$ cat config.mk
export PLATFORM = sky130hd
export DESIGN_NAME = apb_cmd_master
export DESIGN_NICKNAME = d
export VERILOG_FILES = /design/src/rtl/apb_pkg.sv /design/src/rtl/apb_wait_timer.sv /design/src/rtl/apb_cmd_master.sv
export SDC_FILE = /design/constraint.sdc
export NUM_CORES = 1
export LEC_CHECK = 0
export BUFFER_PORTS_ARGS = -buffer_cell sky130_fd_sc_hd__buf_2
export CAP_MARGIN = 20
export CELL_PAD_IN_SITES_DETAIL_PLACEMENT = 1
export CELL_PAD_IN_SITES_GLOBAL_PLACEMENT = 2
export CORE_ASPECT_RATIO = 0.5
export CORE_UTILIZATION = 33
export CTS_CLUSTER_DIAMETER = 50
export DETAILED_ROUTE_END_ITERATION = 7
export GPL_ROUTABILITY_DRIVEN = 0
export GPL_TIMING_DRIVEN = 0
export PLACE_DENSITY = 0.8
export SYNTH_ARGS = -nofsm -noshare
export SYNTH_HDL_FRONTEND = slang
export SYNTH_SLANG_ARGS = --single-unit
export TNS_END_PERCENT = 5
$ cat constraint.sdc
create_clock -name a_pclk -period 2.8 [get_ports a_pclk]
set_clock_uncertainty 0.15 [all_clocks]
set_input_delay 0.28 -clock a_pclk [delete_from_list [all_inputs] [get_ports a_pclk]]
set_output_delay 0.28 -clock a_pclk [all_outputs]
set_load 0.01 [all_outputs]
$ cat src/rtl/apb_pkg.sv
// Shared types and default sizing for the a-side APB command master.
package apb_pkg;

  typedef enum logic [1:0] {
    ST_IDLE   = 2'd0,
    ST_SETUP  = 2'd1,
    ST_ACCESS = 2'd2
  } apb_state_e;

  localparam int unsigned APB_ADDR_WD     = 8;
  localparam int unsigned APB_DATA_WD     = 6;
  localparam int unsigned APB_STRB_WD     = 2;
  localparam int unsigned APB_PROT_WD     = 4;
  localparam int unsigned APB_TIMEOUT_CYC = 64;
  localparam int unsigned APB_CNT_WD      = 16;

  // Bits needed to hold values 0..max_val inclusive.
  function automatic int unsigned cnt_width(input int unsigned max_val);
    return $clog2(max_val + 32'd1);
  endfunction

endpackage

$ cat src/rtl/apb_wait_timer.sv
// Saturating ACCESS wait counter; o_hit pulses on the cycle whose increment reaches THRESH.
module apb_wait_timer
  import apb_pkg::*;
#(
  parameter int unsigned THRESH = APB_TIMEOUT_CYC
) (
  input  logic a_pclk,
  input  logic a_prst_n,
  input  logic i_start,
  input  logic i_inc,
  output logic o_hit
);

  localparam int unsigned W = cnt_width(THRESH);
  localparam logic [W-1:0] LIM = W'(THRESH);

  logic [W-1:0] r_cnt;

  // Cleared on ACCESS entry, counts stalled ACCESS cycles, sticks at the limit.
  always_ff @(posedge a_pclk or negedge a_prst_n) begin
    if (!a_prst_n) begin
      r_cnt <= '0;
    end else if (i_start) begin
      r_cnt <= '0;
    end else if (i_inc && (r_cnt != LIM)) begin
      r_cnt <= r_cnt + W'(1);
    end else begin
      r_cnt <= r_cnt;
    end
  end

  assign o_hit = i_inc && (r_cnt == (LIM - W'(1)));

endmodule

$ cat src/rtl/apb_cmd_master.sv
// Valid/ready command stream to APB SETUP/ACCESS sequencer with a valid/ready response channel.
module apb_cmd_master
  import apb_pkg::*;
#(
  parameter int unsigned ADDR_WD     = APB_ADDR_WD,
  parameter int unsigned DATA_WD     = APB_DATA_WD,
  parameter int unsigned STRB_WD     = APB_STRB_WD,
  parameter int unsigned PROT_WD     = APB_PROT_WD,
  parameter int unsigned TIMEOUT_CYC = APB_TIMEOUT_CYC,
  parameter int unsigned CNT_WD      = APB_CNT_WD
) (
  input  logic               a_pclk,
  input  logic               a_prst_n,
  input  logic               cmd_valid,
  output logic               cmd_ready,
  input  logic               cmd_write,
  input  logic [ADDR_WD-1:0] cmd_addr,
  input  logic [DATA_WD-1:0] cmd_wdata,
  input  logic [STRB_WD-1:0] cmd_strb,
  input  logic [PROT_WD-1:0] cmd_prot,
  output logic               rsp_valid,
  input  logic               rsp_ready,
  output logic [DATA_WD-1:0] rsp_rdata,
  output logic               rsp_write,
  output logic               a_psel,
  output logic               a_penable,
  output logic               a_pwrite,
  output logic [ADDR_WD-1:0] a_paddr,
  output logic [DATA_WD-1:0] a_pwdata,
  output logic [STRB_WD-1:0] a_pstrb,
  output logic [PROT_WD-1:0] a_pprot,
  input  logic [DATA_WD-1:0] a_prdata,
  input  logic               a_pready,
  output logic               busy,
  output logic               timeout_err,
  input  logic               clr_err,
  output logic [CNT_WD-1:0]  txn_cnt
);

  apb_state_e r_state;
  apb_state_e w_state_nxt;
  logic       w_accept;
  logic       w_done;
  logic       w_hit;

  // Held low while in reset so nothing upstream sees a phantom accept.
  assign cmd_ready = a_prst_n && (r_state == ST_IDLE) && (!rsp_valid || rsp_ready);
  assign busy      = (r_state != ST_IDLE);

  // Next-state decode; accept and completion strobes derived here.
  always_comb begin
    w_state_nxt = r_state;
    w_accept    = 1'b0;
    w_done      = 1'b0;
    case (r_state)
      ST_IDLE: begin
        if (cmd_valid && cmd_ready) begin
          w_accept    = 1'b1;
          w_state_nxt = ST_SETUP;
        end else begin
          w_state_nxt = ST_IDLE;
        end
      end
      ST_SETUP: begin
        w_state_nxt = ST_ACCESS;
      end
      ST_ACCESS: begin
        if (a_pready) begin
          w_done      = 1'b1;
          w_state_nxt = ST_IDLE;
        end else begin
          w_state_nxt = ST_ACCESS;
        end
      end
      default: begin
        w_state_nxt = ST_IDLE;
      end
    endcase
  end

  // State register.
  always_ff @(posedge a_pclk or negedge a_prst_n) begin
    if (!a_prst_n) begin
      r_state <= ST_IDLE;
    end else begin
      r_state <= w_state_nxt;
    end
  end

  // APB request outputs; address/data hold after completion, strobes drop.
  always_ff @(posedge a_pclk or negedge a_prst_n) begin
    if (!a_prst_n) begin
      a_psel    <= 1'b0;
      a_penable <= 1'b0;
      a_pwrite  <= 1'b0;
      a_paddr   <= '0;
      a_pwdata  <= '0;
      a_pstrb   <= '0;
      a_pprot   <= '0;
    end else if (w_accept) begin
      a_psel    <= 1'b1;
      a_penable <= 1'b0;
      a_pwrite  <= cmd_write;
      a_paddr   <= cmd_addr;
      a_pwdata  <= cmd_wdata;
      a_pstrb   <= cmd_write ? cmd_strb : '0;
      a_pprot   <= cmd_prot;
    end else if (r_state == ST_SETUP) begin
      a_penable <= 1'b1;
    end else if (w_done) begin
      a_psel    <= 1'b0;
      a_penable <= 1'b0;
      a_pstrb   <= '0;
    end
  end

  // Response channel and completed-transfer counter.
  always_ff @(posedge a_pclk or negedge a_prst_n) begin
    if (!a_prst_n) begin
      rsp_valid <= 1'b0;
      rsp_write <= 1'b0;
      rsp_rdata <= '0;
      txn_cnt   <= '0;
    end else if (w_done) begin
      rsp_valid <= 1'b1;
      rsp_write <= a_pwrite;
      rsp_rdata <= a_pwrite ? '0 : a_prdata;
      txn_cnt   <= txn_cnt + CNT_WD'(1);
    end else if (rsp_valid && rsp_ready) begin
      rsp_valid <= 1'b0;
    end
  end

  // Sticky timeout flag; a hit on the same edge as a clear keeps it set.
  always_ff @(posedge a_pclk or negedge a_prst_n) begin
    if (!a_prst_n) begin
      timeout_err <= 1'b0;
    end else if (w_hit) begin
      timeout_err <= 1'b1;
    end else if (clr_err) begin
      timeout_err <= 1'b0;
    end
  end

  apb_wait_timer #(
    .THRESH (TIMEOUT_CYC)
  ) u_wait_timer (
    .a_pclk   (a_pclk),
    .a_prst_n (a_prst_n),
    .i_start  (r_state == ST_SETUP),
    .i_inc    ((r_state == ST_ACCESS) && !a_pready),
    .o_hit    (w_hit)
  );

endmodule

# After elaboration in Yosys (flattened, before gate mapping)
# Index checks and enable logic that the tools add are counted.
[word_totals] input_bits=33 out_inout_bits=50 regBits=57 word_cells=62
[op_classes] n_reduce_logical=18 addsub=2 eq_ne=5 mux=23
[op_table] operator="adder 16 x 1 -> 16 bit, second input constant" count=1
[op_table] operator="2-to-1 mux 1 bit" count=14
[op_table] operator="2-to-1 mux 7 bit" count=2
[op_table] operator="2-to-1 mux 2 bit" count=5
[op_table] operator="nonzero test 2 bit" count=5
[op_table] operator="adder 7 x 1 -> 7 bit, second input constant" count=1
[op_table] operator="== test 7 x 6 -> 1 bit, second input constant" count=1
[op_table] operator="logical AND 1 bit" count=7
[op_table] operator="!= test 7 bit, second input constant" count=1
[op_table] operator="2-to-1 mux 6 bit" count=1
[op_table] operator="one-hot mux 2 bit (3 select lines)" count=1
[op_table] operator="nonzero test 3 bit" count=1
[op_table] operator="== test 2 x 1 -> 1 bit, second input constant" count=1
[op_table] operator="== test 2 bit, second input constant" count=1
[op_table] operator="zero test 1 bit" count=2
[op_table] operator="zero test 2 bit" count=1
[op_table] operator="!= test 2 bit, second input constant" count=1
[op_table] operator="AND reduction 2 bit" count=1
[op_table] operator="logical OR 1 bit" count=1

# Logic depth before layout (Yosys ltp)
# Gate-level depths: netlist (run 1).
[logic_depth] ltp_word=8 ltp_mapped=6 mapped_depth_nobuf=6

# By module
# Synthesis (run 1) repeated with hierarchy kept, for this count alone.
[unflattened] hier_cells=205 area_unflattened_um2=2448.6
[by_module_without_submodules] mod="apb_cmd_master" n_inst=1 cells_each=159 area_each_um2=2011.9 seq_area_each_um2=1251.2
[by_module_without_submodules] mod="apb_wait_timer" n_inst=1 cells_each=46 area_each_um2=436.7 seq_area_each_um2=175.2

# Worst setup path after synthesis (run 1)
# No wires, ideal clock.
[synth_path] path_type="register to register" start="register u_wait_timer.r_cnt[3]" end="register u_wait_timer.r_cnt[6]" setup_ns=0.122 t_required_ns=2.528 path_slack_ns=1.159 path_buffers=0 path_stages_with_launch=5 t_arrival_ns=1.370 period_less_slack_ns=1.641 path_cell_list="dfrtp_1 > or4_4 > o221ai_2 > o21ai_1 > a32o_1"
[synth_between] elab_chain_cells=3 elab_cells_between_ends=6 classes_between="add/sub (1); eq/ne (1); mux (2); reduce/logical (2)"
[synth_rtl] element="start: declaration" line_no="apb_wait_timer.sv:17" rtl="logic [W-1:0] r_cnt;"
[synth_rtl] element="start signal: assignment" line_no="apb_wait_timer.sv:26" rtl="r_cnt <= r_cnt + W'(1);"
[synth_rtl] element="start signal: assignment" line_no="apb_wait_timer.sv:28" rtl="r_cnt <= r_cnt;"
[synth_rtl] element="adder 7 x 1 -> 7 bit or != test 7 bit (tied branches)" line_no="apb_wait_timer.sv:26, apb_wait_timer.sv:25"
[synth_rtl] element="2-to-1 mux 7 bit or logical AND 1 bit (tied branches)" line_no="apb_wait_timer.sv:25" rtl="end else if (i_inc && (r_cnt != LIM)) begin"
[synth_rtl] element="2-to-1 mux 7 bit or nonzero test 2 bit (tied branches)"
# Parallel ways exist; a longest one is shown, timed or not. The select of a mux whose other input is x is not followed.
# A chain may end at the register's enable or synchronous reset.

# Worst setup path in the final report (run 1)
[layout_path] start="input a_prst_n" end="register a_pwdata[0]"
[layout_between] elab_chain_cells=5
[layout_rtl] element="start: declaration" line_no="apb_cmd_master.sv:13" rtl="input logic a_prst_n,"
[layout_rtl] element="logical AND 1 bit (2 in series)" line_no="apb_cmd_master.sv:47" rtl="assign cmd_ready = a_prst_n && (r_state == ST_IDLE) && (!rsp_valid || rsp_ready);"
[layout_rtl] element="logical AND 1 bit" line_no="apb_cmd_master.sv:57" rtl="if (cmd_valid && cmd_ready) begin"
[layout_rtl] element="2-to-1 mux 1 bit" line_no="apb_cmd_master.sv:57"
[layout_rtl] element="2-to-1 mux 1 bit" line_no="apb_cmd_master.sv:55" rtl="case (r_state)"
[layout_rtl] element="end signal: assignment" line_no="apb_cmd_master.sv:105" rtl="a_pwdata <= cmd_wdata;"
[layout_rtl] element="end: declaration" line_no="apb_cmd_master.sv:29" rtl="output logic [DATA_WD-1:0] a_pwdata,"
# No other way between the ends.

==> results.yml, run 1 <==
run_status:
  status: "finished clean"
global_routing:
  grt_antenna_before_repair: 0
  gr-total-overflow: 0
  grt_pass1_wl_um: 10050
  grt_usage_pct: 17.68
  grt_pass1_vias: 2062
  grt_max_degree: 37
worst_hold_path:
  hold_class: "in2reg"
sta:
  rsz0062_at_grt: "no"
  max-slew-margin-rel_pct: 40.88
  setup_viol: 0
  whs_ns: 0.03379
  worstMarginPinSlew_ns: 0.8869
  fmax_mhz: 393.5
  finalHoldViolCount: 0
  period_needed_ns: 2.541
  finalCritPeriodShare_pct: 90.76
  tns_ns: 0
  final_max_slew_viol_count: 0
logic_synthesis:
  ys_warn_count: 0
  postSynthCellCount: 206
  ys_top_cells_by_area: "dfrtp_1 59%, mux2_2 8.8%, nand2_1 4.0%"
  yosysSeqAreaShare_pct: 58.95
  post-synth-top-count-cell: "dfrtp_1"
  ys.flop_type: "dfrtp_1"
  synth_top_area_cell: "dfrtp_1"
  async_flop_share_pct: 100.0
  yosys-top-cells-count: "57 x dfrtp_1, 26 x nand2_1, 19 x mux2_2"
  syn_avg_cell_area_um2: 11.75
  synth_cell_types: 34
  synth_fp_nets: 242
  synth_area_um2: 2420
  synth.top_cell.area_share_pct: 58.95
  ys_seq_elements: 57
  synth_edf_count: 0
power_and_ir_drop:
  power.leakage_uw: 0.001670
  power.density_nw_per_um2: 893.7
  peakVddDrop_mv: 0.3609
cells_and_area:
  drive_above_1_share_pct: 41.50
  nets: 338
  area_growth_pct: 35.94
  diodes: 0
routing:
  wl_per_cell_um: 14.60
  first_pass_iters: 4
  vias: 1876
  vias_per_cell: 4.714
  drc: 0
  drt_iter0_markers: 65
  finalWirelength_um: 5810
  ant_nets: 0
floorplanning:
  start_util_pct: 35.15
  die_w_um: 123.1
  row_count: 21
  die_y_um: 62.55
  io-pin-count: 83
  core-area_um2: 6884
  die_area_um2: 7700
run:
  maxCapViolations: 0
critical_path:
  end_kind: "flop"
  worstPathArrival_ns: 2.60
  path_class: "in2reg"
  worstPathRequired_ns: 2.86
  cp_max_fo: 36
  critPathLaunchType: "input pin"
clocking:
  clk_pin_slew_worst_paths_ns: 0.05
  cts_buffer_depth: 2
  clock_tree.root_cell: "clkbuf_16"
  htreeDepth: 3
  cts_tree: "built"
  cts_num_sinks: 57
  cts_buffers: 9
  clk_latency_ns: 0.33
  cts_resized: 0
placed_design:
  io_buffer_count: 82
  place_hpwl_um: 4215
stage by stage:
step	setup slack, ns	total power (uW)	cells	utilization (%)	instance area (um^2)
2_1_floorplan	1.159	1539	206	-	2420
3_3_place_gp	0.02565	1840	380	42.78	2945
3_5_place_dp	0.3448	1883	381	43.18	2973
4_1_cts	0.1741	2993	398	47.78	3289
5_1_grt	0.04526	3134	398	47.78	3289
6_report	0.2587	2940	398	47.78	3289
cells in the final DEF, fill, tap and decap left out, types with 2 or more instances in the layout:
| cell | netlist | layout |
|---|---|---|
| clkbuf_8 | 0 | 2 |
| nand2_1 | 26 | 26 |
| nand2b_1 | 10 | 10 |
| buf_2 | 3 | 85 |
| o21ai_0 | 11 | 11 |
| dlygate4sd3_1 | 0 | 2 |
| xnor2_1 | 10 | 10 |
| clkinv_2 | 0 | 2 |
| xor2_1 | 8 | 8 |
| ha_1 | 3 | 3 |
| nor3_1 | 2 | 2 |
| mux2_2 | 19 | 19 |
| nor2_1 | 9 | 9 |
| dfrtp_1 | 57 | 57 |
| nand3_1 | 8 | 8 |
| clkbuf_1 | 2 | 3 |
| clkbuf_16 | 0 | 9 |
| inv_1 | 9 | 9 |
| nand4_1 | 6 | 6 |
| and3_1 | 5 | 5 |
sequential cells by signal, summed over array words and instances (netlist names):
| name | count |
|---|---|
| rsp_valid | 1 |
| u_wait_timer.r_cnt | 7 |
| a_pwrite | 1 |
| r_state | 2 |
| a_pstrb | 2 |
| a_pprot | 4 |
| rsp_rdata | 6 |
| a_psel | 1 |
| timeout_err | 1 |
| a_paddr | 8 |
| a_pwdata | 6 |
| txn_cnt | 16 |
| rsp_write | 1 |
| a_penable | 1 |
worst paths after layout:
path                                    startpoint                  endpoint  slack (ns)  cells after the start
setup reg to reg              r_state[0]$_DFF_PN0_   a_pwdata[0]$_DFFE_PN0P_        1.03                      4
hold reg to reg            txn_cnt[15]$_DFFE_PN0P_   txn_cnt[15]$_DFFE_PN0P_        0.32                      1
max in group asynchronous                 a_prst_n  rsp_rdata[1]$_DFFE_PN0P_        1.41                      3
setup / recovery                          a_prst_n   a_pwdata[0]$_DFFE_PN0P_        0.26                      6
hold / removal                         cmd_addr[6]    a_paddr[6]$_DFFE_PN0P_        0.03                      2
min in group asynchronous                 a_prst_n    a_paddr[6]$_DFFE_PN0P_        0.47                      2
area by class of cell:
class / instances / area, um^2
buffer: 6 / 30.03
clock buffer: 12 / 256.5
fill: 785 / 3595
sequential: 57 / 1426
inverter: 9 / 33.78
timing repair buffer: 85 / 457.9
multi-input combinational: 134 / 929.6
clock inverter: 3 / 40.04
tap: 92 / 115.1
power breakdown:
group | total (uW) | switching, uW | leakage, uW | internal (uW)
Sequential | 1190 | 157 | 0.000721 | 1040
Combinational | 672 | 348 | 0.000800 | 324
Clock | 1080 | 349 | 0.000148 | 727
worst max-delay path: stages:
cell and delay (ns):
dlygate4sd3_1 0.52, buf_2 0.69, buf_16 0.25, nand4_2 0.25, buf_2 0.29, mux2_2 0.29
what timing repair did:
action / in CTS / in global routing
endpoints found under the hold margin: 36 / 0
setup buffers: 0 / 0
hold buffers: 2 / 0
per-layer routing:
metal / track usage [%] / share of wire [%] / up-vias
li1: - / - / 887
met1: 19.32 / 42 / 929
met4: 8.584 / 2.0 / 0
met2: 29.63 / 50 / 49
met5: 0 / 0 / -
met3: 7.391 / 6.0 / 11
cells by family (layout without fill, tap and decap cells):
kind of cell | count (synthesis) | in the layout | share of synthesized area [%]
compound gates | 18 | 18 | 5.067
mux | 19 | 19 | 8.842
xor+xnor | 18 | 18 | 6.515
simple gates | 76 | 76 | 16.44
fa+ha+maj | 3 | 3 | 1.551
flops | 57 | 57 | 58.95
buf+inv | 15 | 115 | 2.637
Power figures use the tool's default switching activity.
==> run 2: changes to the inputs <==
--- a/config.mk
+++ b/config.mk
@@ -9,7 +9,6 @@
 export CAP_MARGIN = 20
 export CELL_PAD_IN_SITES_DETAIL_PLACEMENT = 1
 export CELL_PAD_IN_SITES_GLOBAL_PLACEMENT = 2
-export CORE_ASPECT_RATIO = 0.5
 export CORE_UTILIZATION = 33
 export CTS_CLUSTER_DIAMETER = 50
 export DETAILED_ROUTE_END_ITERATION = 7
==> results.yml, run 2 (synthesis results as in run 1) <==
clocking:
  cts_buffer_depth: 2
  clk_latency_ns: 0.33
  cts_buffers: 9
  htreeDepth: 3
  clk_pin_slew_worst_paths_ns: 0.07
  post_cts_buffers: 0
  clock_tree.root_cell: "clkbuf_8"
  cts_tree: "built"
  cts_resized: 0
  cts_num_sinks: 57
routing:
  finalWirelength_um: 5737
  drc: 0
  first_pass_iters: 3
  vias: 1857
  wl_per_cell_um: 14.24
  drt_iter0_markers: 56
  ant_nets: 0
  vias_per_cell: 4.608
cells_and_area:
  multiInputGateArea_um2: 929.6
  top_register: "txn_cnt"
  final_core_util_pct: 46.72
  fillers: 802
  largest_register_ffs: 16
  area_growth_pct: 34.07
  nets: 338
  ff_latch_area_um2: 1426
  drive_above_1_share_pct: 41.69
  layout_commonest_cell: "buf_2"
  diodes: 0
  final_cell_mix: "85 x buf_2, 57 x dfrtp_1, 26 x nand2_1"
  top_regs: "txn_cnt x16, a_paddr x8, u_wait_timer.r_cnt x7"
power_and_ir_drop:
  power.density_nw_per_um2: 868.7
  peakVddDrop_mv: 0.3351
  power.leakage_uw: 0.001645
sta:
  worstMarginPinSlew_ns: 0.6133
  rsz0062_at_grt: "no"
  final_max_slew_viol_count: 0
  layout_setup_ws_ns: 0.3955
  finalCritPeriodShare_pct: 85.88
  period_needed_ns: 2.405
  finalHoldViolCount: 0
  tns_ns: 0
  setup_viol: 0
  max-slew-margin-rel_pct: 59.11
  fmax_mhz: 415.9
floorplanning:
  row_count: 30
  core-area_um2: 6944
  die_area_um2: 7679
  die_y_um: 87.63
  io-pin-count: 83
  die_w_um: 87.63
  start_util_pct: 34.85
critical_path:
  critPathLaunchType: "input pin"
  worstPathRequired_ns: 2.37
  cp_max_fo: 35
  cp_common_cell: "buf_2"
  cp_cell_sequence: "dlygate4sd3_1 -> buf_2 -> buf_12 -> and3_1 -> buf_2"
  path_class: "in2out"
  max_stage_delay_ns: 0.52
  worstPathArrival_ns: 1.97
  end_kind: "output pin"
  slowest_stage: "dlygate4sd3_1"
global_routing:
  gr-total-overflow: 0
  grt_antenna_before_repair: 0
  grt_max_degree: 36
  grt_pass1_vias: 1981
  grt_usage_pct: 16.40
  grt_pass1_wl_um: 9487
placed_design:
  place_hpwl_um: 4221
  io_buffer_count: 82
  pre_cts_ws_ns: 0.5522
run_status:
  status: "finished clean"
run:
  maxCapViolations: 0
worst_hold_path:
  hold_class: "in2reg"
[run 2: cell count changes in the layout (fill, tap and decap cells not counted), sizes merged]
cell / before / now
bufinv: 1 / 3
clkinv: 2 / 1
[run 2: area by class of cell]
| cell class | count | share of cell area [%] |
|---|---|---|
| Clock inverter | 4 | 3.047 |
| Multi-Input combinational cell | 134 | 28.65 |
| Sequential cell | 57 | 43.96 |
| Clock buffer | 12 | 4.782 |
| Buffer | 6 | 0.9256 |
| Timing Repair Buffer | 85 | 13.88 |
| Inverter | 9 | 1.041 |
| Tap cell | 96 | 3.702 |
[run 2: critical path: cells and delay by family]
family | cells | cell delay (ns)
buf+inv | 4 | 1.46
simple gates | 1 | 0.20
[run 2: repair_timing]
action | 4_1_cts | 5_1_grt
endpoints found under the hold margin | 25 | 0
setup endpoints to repair | 0 | 0
hold buffers | 2 | 0
[run 2: path summary, 6_finish.rpt]
path / startpoint / end / slack (ns) / cells after the start
setup reg to reg: r_state[0]$_DFF_PN0_ / a_pwdata[2]$_DFFE_PN0P_ / 1.06 / 4
hold reg to reg: txn_cnt[15]$_DFFE_PN0P_ / txn_cnt[15]$_DFFE_PN0P_ / 0.32 / 1
setup / recovery: a_prst_n / cmd_ready / 0.40 / 5
hold / removal: cmd_addr[7] / a_paddr[7]$_DFFE_PN0P_ / 0.02 / 2
min in group asynchronous: a_prst_n / txn_cnt[13]$_DFFE_PN0P_ / 0.36 / 2
max in group asynchronous: a_prst_n / a_pprot[2]$_DFFE_PN0P_ / 1.53 / 3
[run 2: power by group]
| group | total, uW | leakage, uW | switching [uW] | internal, uW |
|---|---|---|---|---|
| Clock | 972 | 0.000127 | 330 | 642 |
| Combinational | 665 | 0.000797 | 343 | 322 |
| Sequential | 1180 | 0.000721 | 148 | 1030 |
[run 2: per-stage QoR]
stage	power, uW	std cells	instance area (um^2)	hold WS [ns]
3_3_place_gp	1841	384	2950	0.3032
6_report	2818	403	3244	0.02057
5_1_grt	3007	403	3244	0.01517
3_5_place_dp	1877	385	2970	0.1742
2_1_floorplan	1539	206	2420	-0.1656
4_1_cts	2871	403	3244	0.005464
[run 2: routing by layer]
layer	routed length [um]	vias up	track usage, %
li1	-	889	-
met1	2489	903	19.39
met2	2828	56	27.91
met3	298	9	3.770
met4	122	0	8.495
met5	0	-	0
==> run 3: changes to the inputs <==
--- a/config.mk
+++ b/config.mk
@@ -5,16 +5,17 @@
 export SDC_FILE = /design/constraint.sdc
 export NUM_CORES = 1
 export LEC_CHECK = 0
+export ABC_AREA = 1
 export BUFFER_PORTS_ARGS = -buffer_cell sky130_fd_sc_hd__buf_2
 export CAP_MARGIN = 20
 export CELL_PAD_IN_SITES_DETAIL_PLACEMENT = 1
 export CELL_PAD_IN_SITES_GLOBAL_PLACEMENT = 2
-export CORE_UTILIZATION = 33
+export CORE_UTILIZATION = 31
 export CTS_CLUSTER_DIAMETER = 50
 export DETAILED_ROUTE_END_ITERATION = 7
 export GPL_ROUTABILITY_DRIVEN = 0
 export GPL_TIMING_DRIVEN = 0
-export PLACE_DENSITY = 0.8
+export PLACE_DENSITY = 0.81
 export SYNTH_ARGS = -nofsm -noshare
 export SYNTH_HDL_FRONTEND = slang
 export SYNTH_SLANG_ARGS = --single-unit
==> results.yml, run 3 <==
sta:
  worstMarginPinSlew_ns: 0.5254
  period_needed_ns: 2.376
  tns_ns: 0
  finalHoldViolCount: 0
  rsz0062_at_grt: "no"
  finalCritPeriodShare_pct: 84.84
  final_max_slew_viol_count: 0
  max-slew-margin-rel_pct: 64.97
  setup_viol: 0
  fmax_mhz: 420.9
worst_hold_path:
  hold_class: "in2reg"
logic_synthesis:
  synth_cell_types: 26
  yosysSeqAreaShare_pct: 56.91
  synth_top_area_cell: "dfrtp_1"
  ys.flop_type: "dfrtp_1"
  synth_area_um2: 2506
  ys_top_cells_by_area: "dfrtp_1 57%, nand2_1 15%, inv_1 3.9%"
  syn_avg_cell_area_um2: 9.047
  post-synth-top-count-cell: "nand2_1"
  async_flop_share_pct: 100.0
  synth.top_cell.area_share_pct: 56.91
  synth_fp_nets: 313
  synth_edf_count: 0
  ys_warn_count: 0
  ys_seq_elements: 57
  postSynthCellCount: 277
  yosys-top-cells-count: "100 x nand2_1, 57 x dfrtp_1, 26 x inv_1"
critical_path:
  critPathLaunchType: "input pin"
  path_class: "in2out"
  rrSetupSlack_ns: 1.23
  max_stage_delay_ns: 0.53
  worstPathArrival_ns: 1.95
  end_kind: "output pin"
  cp_cell_sequence: "dlygate4sd3_1 -> buf_2 -> buf_12 -> nand2_1 -> nor2_4 -> buf_2"
  cp_common_cell: "buf_2"
  worstPathRequired_ns: 2.37
  slowest_stage: "dlygate4sd3_1"
  cp_max_fo: 37
routing:
  vias: 2236
  ant_nets: 0
  first_pass_iters: 4
  vias_per_cell: 4.454
  wl_per_cell_um: 13.09
  drc: 0
  drt_iter0_markers: 46
  finalWirelength_um: 6570
power_and_ir_drop:
  p_int_uw: 1920
  power.density_nw_per_um2: 787.5
  seqPwrFrac_pct: 42.1
  peakVddDrop_mv: 0.3766
  sw_frac_of_total_pct: 31.18
  power_uw: 2790
  power.leakage_uw: 0.001961
  combPwrFrac_pct: 25.3
  clkPwrFrac_pct: 32.6
  p_switching_uw: 870.0
run_status:
  status: "finished clean"
clocking:
  cts_tree: "built"
  post_cts_buffers: 0
  clk_pin_slew_worst_paths_ns: 0.08
  clk_latency_ns: 0.33
  htreeDepth: 3
  hold_buffers: 24
  cts_buffers: 9
  cts_resized: 0
  clock_tree.root_cell: "clkbuf_8"
  cts_buffer_depth: 2
  cts_num_sinks: 57
placed_design:
  io_buffer_count: 82
  dpl_cell_area_um2: 3064
  place_hpwl_um: 4577
global_routing:
  grt_pass1_wl_um: 11390
  grt_usage_pct: 17.42
  grt_antenna_before_repair: 0
  grt_pass1_vias: 2386
  grt_max_degree: 38
  gr-total-overflow: 0
cells_and_area:
  fillers: 946
  top_register: "txn_cnt"
  area_growth_pct: 41.39
  ff_latch_area_um2: 1426
  top_regs: "txn_cnt x16, a_paddr x8, u_wait_timer.r_cnt x7"
  final_cell_mix: "100 x nand2_1, 85 x buf_2, 57 x dfrtp_1"
  diodes: 0
  multiInputGateArea_um2: 925.9
  post-route-cell-area_um2: 3543
  nets: 431
  drive_above_1_share_pct: 29.75
  largest_register_ffs: 16
  layout_commonest_cell: "nand2_1"
run:
  maxCapViolations: 0
floorplanning:
  io-pin-count: 83
  die_y_um: 91.92
  row_count: 32
  core-area_um2: 7767
  die_area_um2: 8448
  die_w_um: 91.92
  start_util_pct: 32.26
## run 3: metrics by stage
step	setup WS (ns)	hold WS, ns	instances	utilization, %
after detailed placement	0.7715	0.1409	462	39.45
after global routing	0.2510	0.002583	502	45.62
after global placement	0.3134	0.3079	461	39.19
after CTS	0.3625	0.003309	502	45.62
final	0.4244	0.02043	502	45.62
after floorplan	1.333	-0.1656	277	-
## run 3: final cells by class
type / instances / share of cell area, %
flip-flops and latches: 57 / 40.25
clock buffers: 12 / 4.661
repair buffers: 107 / 18.93
inverters: 31 / 3.284
clock inverters: 4 / 2.083
well taps: 102 / 3.602
multi-input cells: 184 / 26.13
plain buffers: 5 / 1.059
## run 3: metal layers
layer | wire (um) | share of wire [%] | track usage (%) | vias to the layer above
met5 | 0 | 0 | 0 | -
met4 | 84 | 1.3 | 6.380 | 0
met3 | 440 | 6.7 | 6.799 | 6
met2 | 3200 | 49 | 27.86 | 64
met1 | 2844 | 43 | 21.25 | 1074
li1 | - | - | - | 1092
## run 3: critical path: cells and delay by family
family | cells | cell delay, ns
buffers and inverters | 4 | 1.41
AND/OR/NAND/NOR | 2 | 0.24
## run 3: worst paths after layout
path                                    startpoint                                 to  cells past startpoint
max                                       a_prst_n                          cmd_ready                      6
min                                    a_prdata[2]           rsp_rdata[2]$_DFFE_PN0P_                      2
max reg2reg                   r_state[1]$_DFF_PN0_  u_wait_timer.r_cnt[3]$_DFFE_PN0P_                      7
min reg2reg                a_pwdata[1]$_DFFE_PN0P_            a_pwdata[1]$_DFFE_PN0P_                      2
max in group asynchronous                 a_prst_n  u_wait_timer.r_cnt[3]$_DFFE_PN0P_                      3
min in group asynchronous                 a_prst_n             a_paddr[7]$_DFFE_PN0P_                      2
## run 3: kinds of logic after synthesis
kind of cell	count (synthesis)	share of synthesized area [%]
AOI/OAI and AO/OA	17	4.593
xor gates and xnor gates	12	4.194
adders and majority gates	3	1.498
buffers and inverters	36	6.140
DFF	57	56.91
and+or+nand+nor	152	26.66
## run 3: power groups by stage
stage,Sequential [uW],Combinational (uW),Clock (uW)
floorplan,1260,277,0
global placement,1180,665,0
detailed placement,1180,687,0
CTS,1180,714,935
global route,1210,790,974
finish,1170,705,911
